<file path="src/rtl/vend_pkg.sv">
// Shared coin-denomination definitions and FSM state encodings for the change dispenser.
package vend_pkg;

    localparam int NUM_DENOM = 4;

    localparam logic [1:0] DENOM_HALF = 2'd0;
    localparam logic [1:0] DENOM_ONE  = 2'd1;
    localparam logic [1:0] DENOM_FIVE = 2'd2;
    localparam logic [1:0] DENOM_TEN  = 2'd3;

    localparam logic [4:0] VALUE_HALF = 5'd1;
    localparam logic [4:0] VALUE_ONE  = 5'd2;
    localparam logic [4:0] VALUE_FIVE = 5'd10;
    localparam logic [4:0] VALUE_TEN  = 5'd20;

    localparam logic [3:0] EJECT_HALF = 4'b0001;
    localparam logic [3:0] EJECT_ONE  = 4'b0010;
    localparam logic [3:0] EJECT_FIVE = 4'b0100;
    localparam logic [3:0] EJECT_TEN  = 4'b1000;

    localparam logic [2:0] ENC_IDLE   = 3'd0;
    localparam logic [2:0] ENC_SELECT = 3'd1;
    localparam logic [2:0] ENC_EJECT  = 3'd2;
    localparam logic [2:0] ENC_GAP    = 3'd3;
    localparam logic [2:0] ENC_DONE   = 3'd4;

    typedef enum logic [2:0] {
        ST_IDLE   = ENC_IDLE,
        ST_SELECT = ENC_SELECT,
        ST_EJECT  = ENC_EJECT,
        ST_GAP    = ENC_GAP,
        ST_DONE   = ENC_DONE
    } state_t;

    function automatic logic [4:0] coin_value(input logic [1:0] idx);
        logic [4:0] val;
        case (idx)
            DENOM_HALF: val = VALUE_HALF;
            DENOM_ONE:  val = VALUE_ONE;
            DENOM_FIVE: val = VALUE_FIVE;
            default:    val = VALUE_TEN;
        endcase
        return val;
    endfunction

    function automatic logic [3:0] coin_onehot(input logic [1:0] idx);
        logic [3:0] oh;
        case (idx)
            DENOM_HALF: oh = EJECT_HALF;
            DENOM_ONE:  oh = EJECT_ONE;
            DENOM_FIVE: oh = EJECT_FIVE;
            default:    oh = EJECT_TEN;
        endcase
        return oh;
    endfunction

endpackage

</file>
<file path="src/rtl/dispense_timer.sv">
// Shared down-counter used for both the post-ack gap and the hopper ack timeout.
// Loading N-1 makes expired rise on the Nth cycle after the load edge.
module dispense_timer #(
    parameter int CNT_W = 20
) (
    input  logic             clk,
    input  logic             reset,
    input  logic             load,
    input  logic [CNT_W-1:0] load_val,
    output logic             expired
);

    logic [CNT_W-1:0] count_q;
    logic [CNT_W-1:0] count_d;

    always_comb begin
        count_d = count_q;
        if (load) begin
            count_d = load_val;
        end else if (count_q != '0) begin
            count_d = count_q - 1'b1;
        end
    end

    always_ff @(posedge clk or negedge reset) begin
        if (!reset) begin
            count_q <= '0;
        end else begin
            count_q <= count_d;
        end
    end

    assign expired = (count_q == '0);

endmodule

</file>
<file path="src/rtl/change_dispenser.sv">
// Greedy coin payout controller driving a one-hot hopper eject interface.
// Optional units-paid counter enabled by defining CHANGE_DISPENSER_TALLY_EN.
module change_dispenser
    import vend_pkg::*;
#(
    parameter int W              = 8,
    parameter int GAP_CYCLES     = 4,
    parameter int TIMEOUT_CYCLES = 1000000
) (
    input  logic         clk,
    input  logic         reset,
    input  logic         start,
    input  logic [W-1:0] amount,
    input  logic [3:0]   tube_empty,
    input  logic         hopper_ack,
    output logic [3:0]   eject,
    output logic         busy,
    output logic         done,
    output logic [W-1:0] short_amt,
    output logic         fault
`ifdef CHANGE_DISPENSER_TALLY_EN
    ,
    output logic [15:0]  tally
`endif
);

    localparam int TMR_MAX = (TIMEOUT_CYCLES > GAP_CYCLES) ? TIMEOUT_CYCLES : GAP_CYCLES;
    localparam int CNT_W   = $clog2(TMR_MAX + 1);
    localparam logic [CNT_W-1:0] TIMEOUT_LOAD = CNT_W'(TIMEOUT_CYCLES - 1);
    localparam logic [CNT_W-1:0] GAP_LOAD     = CNT_W'(GAP_CYCLES - 1);

    state_t         state_q, state_d;
    logic [W-1:0]   rem_q, rem_d;
    logic [1:0]     den_q, den_d;
    logic [3:0]     eject_q, eject_d;
    logic [W-1:0]   short_q, short_d;
    logic           fault_q, fault_d;

    logic             sel_valid;
    logic [1:0]       sel_idx;
    logic             tmr_load;
    logic [CNT_W-1:0] tmr_val;
    logic             tmr_expired;

    // Ascending scan so the largest eligible denomination wins.
    always_comb begin
        sel_valid = 1'b0;
        sel_idx   = DENOM_HALF;
        for (int i = 0; i < NUM_DENOM; i++) begin
            if (!tube_empty[i] && (W'(coin_value(2'(i))) <= rem_q)) begin
                sel_valid = 1'b1;
                sel_idx   = 2'(i);
            end
        end
    end

    always_comb begin
        state_d  = state_q;
        rem_d    = rem_q;
        den_d    = den_q;
        eject_d  = eject_q;
        short_d  = short_q;
        fault_d  = fault_q;
        tmr_load = 1'b0;
        tmr_val  = '0;
        case (state_q)
            ST_IDLE: begin
                eject_d = 4'b0000;
                if (start) begin
                    rem_d   = amount;
                    fault_d = 1'b0;
                    short_d = '0;
                    state_d = ST_SELECT;
                end
            end
            ST_SELECT: begin
                if (rem_q == '0) begin
                    state_d = ST_DONE;
                end else if (!sel_valid) begin
                    short_d = rem_q;
                    state_d = ST_DONE;
                end else begin
                    eject_d  = coin_onehot(sel_idx);
                    den_d    = sel_idx;
                    tmr_load = 1'b1;
                    tmr_val  = TIMEOUT_LOAD;
                    state_d  = ST_EJECT;
                end
            end
            ST_EJECT: begin
                if (hopper_ack) begin
                    rem_d    = rem_q - W'(coin_value(den_q));
                    eject_d  = 4'b0000;
                    tmr_load = 1'b1;
                    tmr_val  = GAP_LOAD;
                    state_d  = ST_GAP;
                end else if (tmr_expired) begin
                    eject_d = 4'b0000;
                    fault_d = 1'b1;
                    short_d = rem_q;
                    state_d = ST_DONE;
                end
            end
            ST_GAP: begin
                if (tmr_expired) begin
                    state_d = ST_SELECT;
                end
            end
            ST_DONE: begin
                state_d = ST_IDLE;
            end
            default: begin
                eject_d = 4'b0000;
                state_d = ST_IDLE;
            end
        endcase
    end

    always_ff @(posedge clk or negedge reset) begin
        if (!reset) begin
            state_q <= ST_IDLE;
            rem_q   <= '0;
            den_q   <= DENOM_HALF;
            eject_q <= 4'b0000;
            short_q <= '0;
            fault_q <= 1'b0;
        end else begin
            state_q <= state_d;
            rem_q   <= rem_d;
            den_q   <= den_d;
            eject_q <= eject_d;
            short_q <= short_d;
            fault_q <= fault_d;
        end
    end

    dispense_timer #(
        .CNT_W (CNT_W)
    ) u_timer (
        .clk      (clk),
        .reset    (reset),
        .load     (tmr_load),
        .load_val (tmr_val),
        .expired  (tmr_expired)
    );

`ifdef CHANGE_DISPENSER_TALLY_EN
    logic [15:0] tally_q, tally_d;
    logic [16:0] tally_sum;

    // Saturating count of units released, bumped on every accepted ack.
    always_comb begin
        tally_sum = {1'b0, tally_q} + 17'(coin_value(den_q));
        tally_d   = tally_q;
        if (state_q == ST_EJECT && hopper_ack) begin
            tally_d = tally_sum[16] ? 16'hFFFF : tally_sum[15:0];
        end
    end

    always_ff @(posedge clk or negedge reset) begin
        if (!reset) begin
            tally_q <= '0;
        end else begin
            tally_q <= tally_d;
        end
    end

    assign tally = tally_q;
`endif

    assign eject     = eject_q;
    assign busy      = (state_q != ST_IDLE);
    assign done      = (state_q == ST_DONE);
    assign short_amt = short_q;
    assign fault     = fault_q;

endmodule

</file>
<file path="config.mk">
export PLATFORM = sky130hd
export DESIGN_NAME = change_dispenser
export DESIGN_NICKNAME = d
export VERILOG_FILES = /design/src/rtl/vend_pkg.sv /design/src/rtl/dispense_timer.sv /design/src/rtl/change_dispenser.sv
export SDC_FILE = /design/constraint.sdc
export NUM_CORES = 1
export LEC_CHECK = 0
export CORE_ASPECT_RATIO = 1.5
export CORE_MARGIN = 10
export CORE_UTILIZATION = 55
export DETAILED_ROUTE_END_ITERATION = 7
export GPL_TIMING_DRIVEN = 0
export PLACE_DENSITY_LB_ADDON = 0.05
export SETUP_SLACK_MARGIN = 0.15
export SLEW_MARGIN = 20
export SYNTH_ARGS = -nofsm -noshare
export SYNTH_HDL_FRONTEND = slang
export SYNTH_HIERARCHICAL = 1
export SYNTH_SLANG_ARGS = --single-unit
</file>
<file path="constraint.sdc">
create_clock -name clk -period 3.6 [get_ports clk]
set_clock_uncertainty 0.2 [all_clocks]
set_input_delay 0.54 -clock clk [delete_from_list [all_inputs] [get_ports clk]]
set_output_delay 0.54 -clock clk [all_outputs]
set_load 0.01 [all_outputs]
</file>
# After elaboration in Yosys (flattened, before gate mapping)
# Index checks and enable logic that the tools add are counted.
[op_classes]
addsub = 2
n_mux = 46
n_lt_le_gt_ge = 4
n_reduce_logical = 25
bitwise_logic = 2
eq_ne = 17
[ops]
columns = ["operator", "n"]
rows = [
  ["$mux 20", 4],
  ["$mux 8", 7],
  ["$pmux 20 s2", 1],
  ["$pmux 4 s3", 2],
  ["$pmux 8 s3", 1],
  ["$logic_not 20->1", 1],
  ["$reduce_bool 20->1", 1],
  ["$sub 20x1->20 const B", 1],
  ["$mux 3", 6],
  ["$mux 4", 4],
  ["$ne 2x2->1 const B", 8],
  ["$pmux 8 s2", 1],
  ["$pmux 5 s3", 1],
  ["$pmux 3 s4", 1],
  ["$mux 1", 11],
  ["$mux 5", 2],
  ["$reduce_and 3->1", 3],
  ["$le 1x8->1 const A", 1],
  ["$le 2x8->1 const A", 1],
  ["$le 4x8->1 const A", 1],
  ["$le 5x8->1 const A", 1],
  ["$logic_not 8->1", 1],
  ["$reduce_and 4->1", 2],
  ["$sub 8x5->8", 1],
  ["other kinds (17)", 33],
]
[totals]
output_inout_bits = 15
word_cells = 103
reg_bits = 46
input_bits = 16

# Depth between registers and ports, before layout
# Gate-level depths: netlist of run 1.
[logic_depth]
depth_word = 10
depth_mapped = 10
depth_no_buf = 10

# Cells and area by module
# The synthesis of run 1 kept the hierarchy.
[modules_own_cells]
columns = ["module", "area_per_inst_um2", "seq_area_each_um2", "cells_each", "instances"]
rows = [
  ["change_dispenser", 1717.9, 650.6, 186, 1],
  ["dispense_timer", 1202.4, 500.5, 123, 1],
]

# Worst setup path after synthesis of run 1
# OpenSTA, ideal clock, no wires.
[synth_timing]
path_type = "register to register"
startpoint = "register rem_q[1]"
endpoint = "register u_timer.count_q[3]"
t_required_ps = 3275
slack_ps = 893
path_stages_with_launch = 8
arrival_time_ps = 2382
path_buffers = 1
synth_period_minus_slack_ps = 2707
setup_ps = 125
cell_sequence = "dfrtp_1 > nor2_1 > a21boi_0 > o21ai_4 > a21boi_1 > a21o_1 > clkbuf_1 > mux2_2"
[synth_via]
elab_chain_cells = 10
elab_cells_between_ends = 21
classes_between = "order compare: 4; mux: 11; reduce/logical: 6"
[synth_rtl]
columns = ["element", "line_no", "text"]
rows = [
  ["start, declared", "change_dispenser.sv:33", "logic [W-1:0] rem_q, rem_d;"],
  ["start signal, assigned", "change_dispenser.sv:129", "rem_q <= rem_d;"],
  ["$le 1x8->1", "change_dispenser.sv:50", "if (!tube_empty[i] && (W'(coin_value(2'(i))) <= rem_q)) begin"],
  ["$logic_and 1x1->1", "change_dispenser.sv:50", ""],
  ["$mux 1 (4 in a row)", "change_dispenser.sv:50", ""],
  ["$mux 1", "change_dispenser.sv:79", "end else if (!sel_valid) begin"],
  ["$mux 1 *", "change_dispenser.sv:77", "if (rem_q == '0) begin"],
  ["$pmux 1 s2 *", "change_dispenser.sv:66", "case (state_q)"],
  ["named net tmr_load", "change_dispenser.sv:41", "logic tmr_load;"],
  ["$mux 20 or $reduce_bool 2->1 (tied branches)", "n/a", ""],
  ["end signal, assigned", "dispense_timer.sv:29", "count_q <= count_d;"],
  ["end, declared", "dispense_timer.sv:13", "logic [CNT_W-1:0] count_q;"],
]
# Mark *: on every way through the listed nets, which the timed path passes. The rest lies on a longest branch.
# A chain may end at the register's enable or synchronous reset.

# Worst setup path in the final report of run 1
[layout_timing]
startpoint = "input tube_empty[1]"
endpoint = "register u_timer.count_q[3]"
[layout_via]
elab_chain_cells = 9
elab_cells_between_ends = 13
classes_between = "mux: 10; reduce/logical: 3"
[layout_rtl]
columns = ["element", "line_no", "text"]
rows = [
  ["start, declared", "change_dispenser.sv:14", "input logic [3:0] tube_empty,"],
  ["$logic_not 1->1 *", "change_dispenser.sv:50", ""],
  ["$logic_and 1x1->1 *", "change_dispenser.sv:50", ""],
  ["$mux 1 * (3 in a row)", "change_dispenser.sv:50", ""],
  ["$mux 1 *", "change_dispenser.sv:79", ""],
  ["$mux 1 *", "change_dispenser.sv:77", ""],
  ["$pmux 1 s2 *", "change_dispenser.sv:66", ""],
  ["named net tmr_load", "change_dispenser.sv:41", ""],
  ["$mux 20 or $reduce_bool 2->1 (tied branches)", "n/a", ""],
]
# Marked as above.

==> results of run 1 <==
## report_power, final
group | total [µW] | switching, µW | internal [µW]
logic | 1770 | 966 | 801
registers | 989 | 237 | 752
clock network | 400 | 178 | 222
total | 3160 | 1380 | 1780
## state kept, by name, summed over array words and instances, names as in the netlist
| signal | count |
|---|---|
| den_q | 2 |
| eject | 4 |
| fault | 1 |
| rem_q | 8 |
| short_amt | 8 |
| state_q | 3 |
| u_timer/count_q | 20 |
## critical path, stage by stage
cell and delay [ns]:
clkdlybuf4s50_1 0.49, a21boi_0 0.34, o21ai_4 0.15, a21boi_2 0.57, a21o_1 0.23, clkbuf_1 0.37, mux2_2 0.38
## cell usage after synthesis (2+ instances only)
| cell | instances | area (µm²) |
|---|---|---|
| dfrtp_1 | 46 | 1150 |
| or4_1 | 3 | 22.5 |
| nor2_1 | 18 | 67.6 |
| mux2_2 | 3 | 33.8 |
| a22o_1 | 3 | 26.3 |
| nor4_1 | 4 | 25.0 |
| and2_1 | 3 | 18.8 |
| xor2_1 | 7 | 61.3 |
| xnor2_1 | 12 | 105 |
| a31oi_1 | 4 | 25.0 |
| buf_2 | 2 | 10.0 |
| mux2i_1 | 9 | 90.1 |
| inv_1 | 21 | 78.8 |
| o21ai_0 | 16 | 80.1 |
| buf_6 | 2 | 22.5 |
| o31ai_1 | 5 | 37.5 |
| nor3_1 | 11 | 55.1 |
| o21ai_2 | 11 | 96.3 |
| a21oi_1 | 11 | 55.1 |
| a211oi_1 | 3 | 22.5 |
| a31o_2 | 2 | 17.5 |
| or4_4 | 2 | 22.5 |
| clkbuf_1 | 7 | 26.3 |
| nand2_1 | 36 | 135 |
| or3_1 | 5 | 31.3 |
| a21o_1 | 3 | 22.5 |
| nand3_1 | 5 | 25.0 |
| ha_1 | 10 | 125 |
| o22a_1 | 4 | 35.0 |
| o21ai_1 | 4 | 20.0 |
| nor3b_1 | 3 | 22.5 |
## stage by stage
stage	hold slack [ns]	instances	instance area (µm²)	setup TNS, ns
finish	0.0393	422	3470	0
global placement	0.295	414	3330	-0.0811
floorplan	0.0444	316	2950	0
detailed placement	0.297	415	3350	-0.109
CTS	0.0560	422	3470	0
global route	0.0667	422	3470	0
## worst min-delay path by stage
stage,slack (ns),start,depth (start not counted),to
2_1_floorplan,0.04,reset,0,den_q[0]
3_3_place_gp,0.30,eject[2],1,eject[2]
3_5_place_dp,0.30,eject[2],1,eject[2]
4_1_cts,0.06,reset,1,u_timer/count_q[19]
5_1_grt,0.07,reset,1,u_timer/count_q[19]
6_report,0.04,reset,1,u_timer/count_q[19]
## layout make-up
class / instances / area share [%]
Buffer: 13 / 1.95
Multi-Input combinational cell: 236 / 47.6
Timing Repair Buffer: 31 / 9.30
Tap cell: 68 / 2.45
Clock buffer: 6 / 2.38
Inverter: 21 / 2.27
Sequential cell: 46 / 33.2
Clock inverter: 1 / 0.865
## kinds of logic after synthesis
family / share of synthesized area [%]
AO/OA/AOI/OAI: 19.8
buffers and inverters: 5.01
multiplexers: 4.76
flip-flops: 39.4
AND/OR/NAND/NOR: 20.2
XOR/XNOR: 5.70
other: 0.128
adder cells (fa/ha/maj): 4.97
## metal layers
metal  GRT usage [%]  vias to the layer above  wire length, µm
li1                -                     1166                -
met1            16.6                     1141             2530
met2            31.8                       32             3760
met3            3.38                        5              221
met4            5.40                        0               89
met5               0                        -                0
==> flow_summary.yaml, run 1 <==
worst_setup_path:
  rrSetupSlack_ns: 0.57
  r2r_end: "u_timer/count_q[3]"
  crit_fanout: 14
  worstSetupPathType: "in -> reg"
  critPathLaunchType: "input port"
  reg2reg_depth: 7
  cp-startpoint: "tube_empty[1]"
  cp.required_ns: 3.59
  worstPathArrival_ns: 3.07
  endpoint: "u_timer/count_q[3]"
  cp-end-kind: "register"
  regToRegStartpoint: "rem_q[2]"
cts:
  cts_buffers: 5
  clock_path_buffers: 2
  h-tree-depth: 2
  clkLatencyLatePin_ns: 0.30
  hold_buffers: 0
  cts_setup_buffers: 0
  ctsResizeCount: 0
  cts_tree: "done"
  cts.sinks: 46
  cts-root-buf: "clkbuf_8"
  clkTransAtPathRegs_ns: 0.09
global_routing:
  grt-ovfl-total: 0
  antenna_found_initial: 0
  grt_max_degree: 25
  grt_usage_pct: 16.4
  grt_pass1_wl_um: 11200
  grt_pass1_vias: 2364
sta:
  final-setup-viol-count: 0
  setup_ws_ns: 0.525
  fin_crit_ns: 3.07
  period_share_pct: 85.4
  finalMaxSlewViolations: 0
  worst_slew_pin_slew_ns: 0.671
  timing.fmax_mhz: 325
  max_slew_margin_pct: 55.0
  rsz0062_at_grt: "false"
  final_hold_viol_count: 0
synth:
  ys_warn_count: 6
  async_reset_ff_share_pct: 100
  synthFlopType: "dfrtp_1"
  avgSynthCellArea_um2: 9.45
  synth-seq-cells: 46
  synth_enable_flop_cells: 0
  synth_area_um2: 2920
  ys_types: 65
  syn_inst: 309
  synth-seq-area-share_pct: 39.4
flow_run:
  max_cap_violations: 0
finish:
  drive_above_1_share_pct: 13.8
  nNetsFinal: 381
  areaGrowthSynthToFinish_pct: 18.9
  n_fill_cell: 426
  utilization_pct: 67.2
  num_antenna_cells: 0
  final_cell_mix: "dfrtp_1 (46), nand2_1 (36), clkdlybuf4s50_1 (29)"
  multiInputGateArea_um2: 1650
  ff_latch_area_um2: 1150
  layout.cells.most_common: "dfrtp_1"
floorplan:
  die-area_um2: 8680
  placeableCoreArea_um2: 5160
  die_w_um: 79.5
  rows: 32
  initial_utilization_pct: 56.5
  die_h_um: 109
  ioPinCount: 31
routing:
  vias_per_cell: 5.55
  drcViolationCount: 0
  dr.pass1.iters: 4
  antenna_left: 0
  routed_wl_um: 6610
  vias: 2344
  dr.first_iter.drc_count: 125
  drt-wirelength-per-cell_um: 15.7
power_and_ir_drop:
  cellPowerDensity_nw_per_um2: 909
  fin_total_pwr_uw: 3160
  vdd_drop_max_uv: 528
  leakagePower_uw: 0.00150
placement:
  hpwl_um: 5080
  placement.io_buffers: 30
  globalplace.congestion: 0.842
  dpl_worst_slack_ns: -0.109
hold_path:
  hold_class: "in -> async"
run_status:
  outcome: "finished clean"
No activity file was read; power rests on OpenSTA's default activity.
==> inputs of run 2 (changes only) <==
--- a/config.mk
+++ b/config.mk
@@ -11,7 +11,7 @@
 export DETAILED_ROUTE_END_ITERATION = 7
 export GPL_TIMING_DRIVEN = 0
 export PLACE_DENSITY_LB_ADDON = 0.05
-export SETUP_SLACK_MARGIN = 0.15
+export SETUP_SLACK_MARGIN = 0.2
 export SLEW_MARGIN = 20
 export SYNTH_ARGS = -nofsm -noshare
 export SYNTH_HDL_FRONTEND = slang
==> results of run 2 <==
Same layout as run 1: the final DEF is identical, and so are final timing and power.
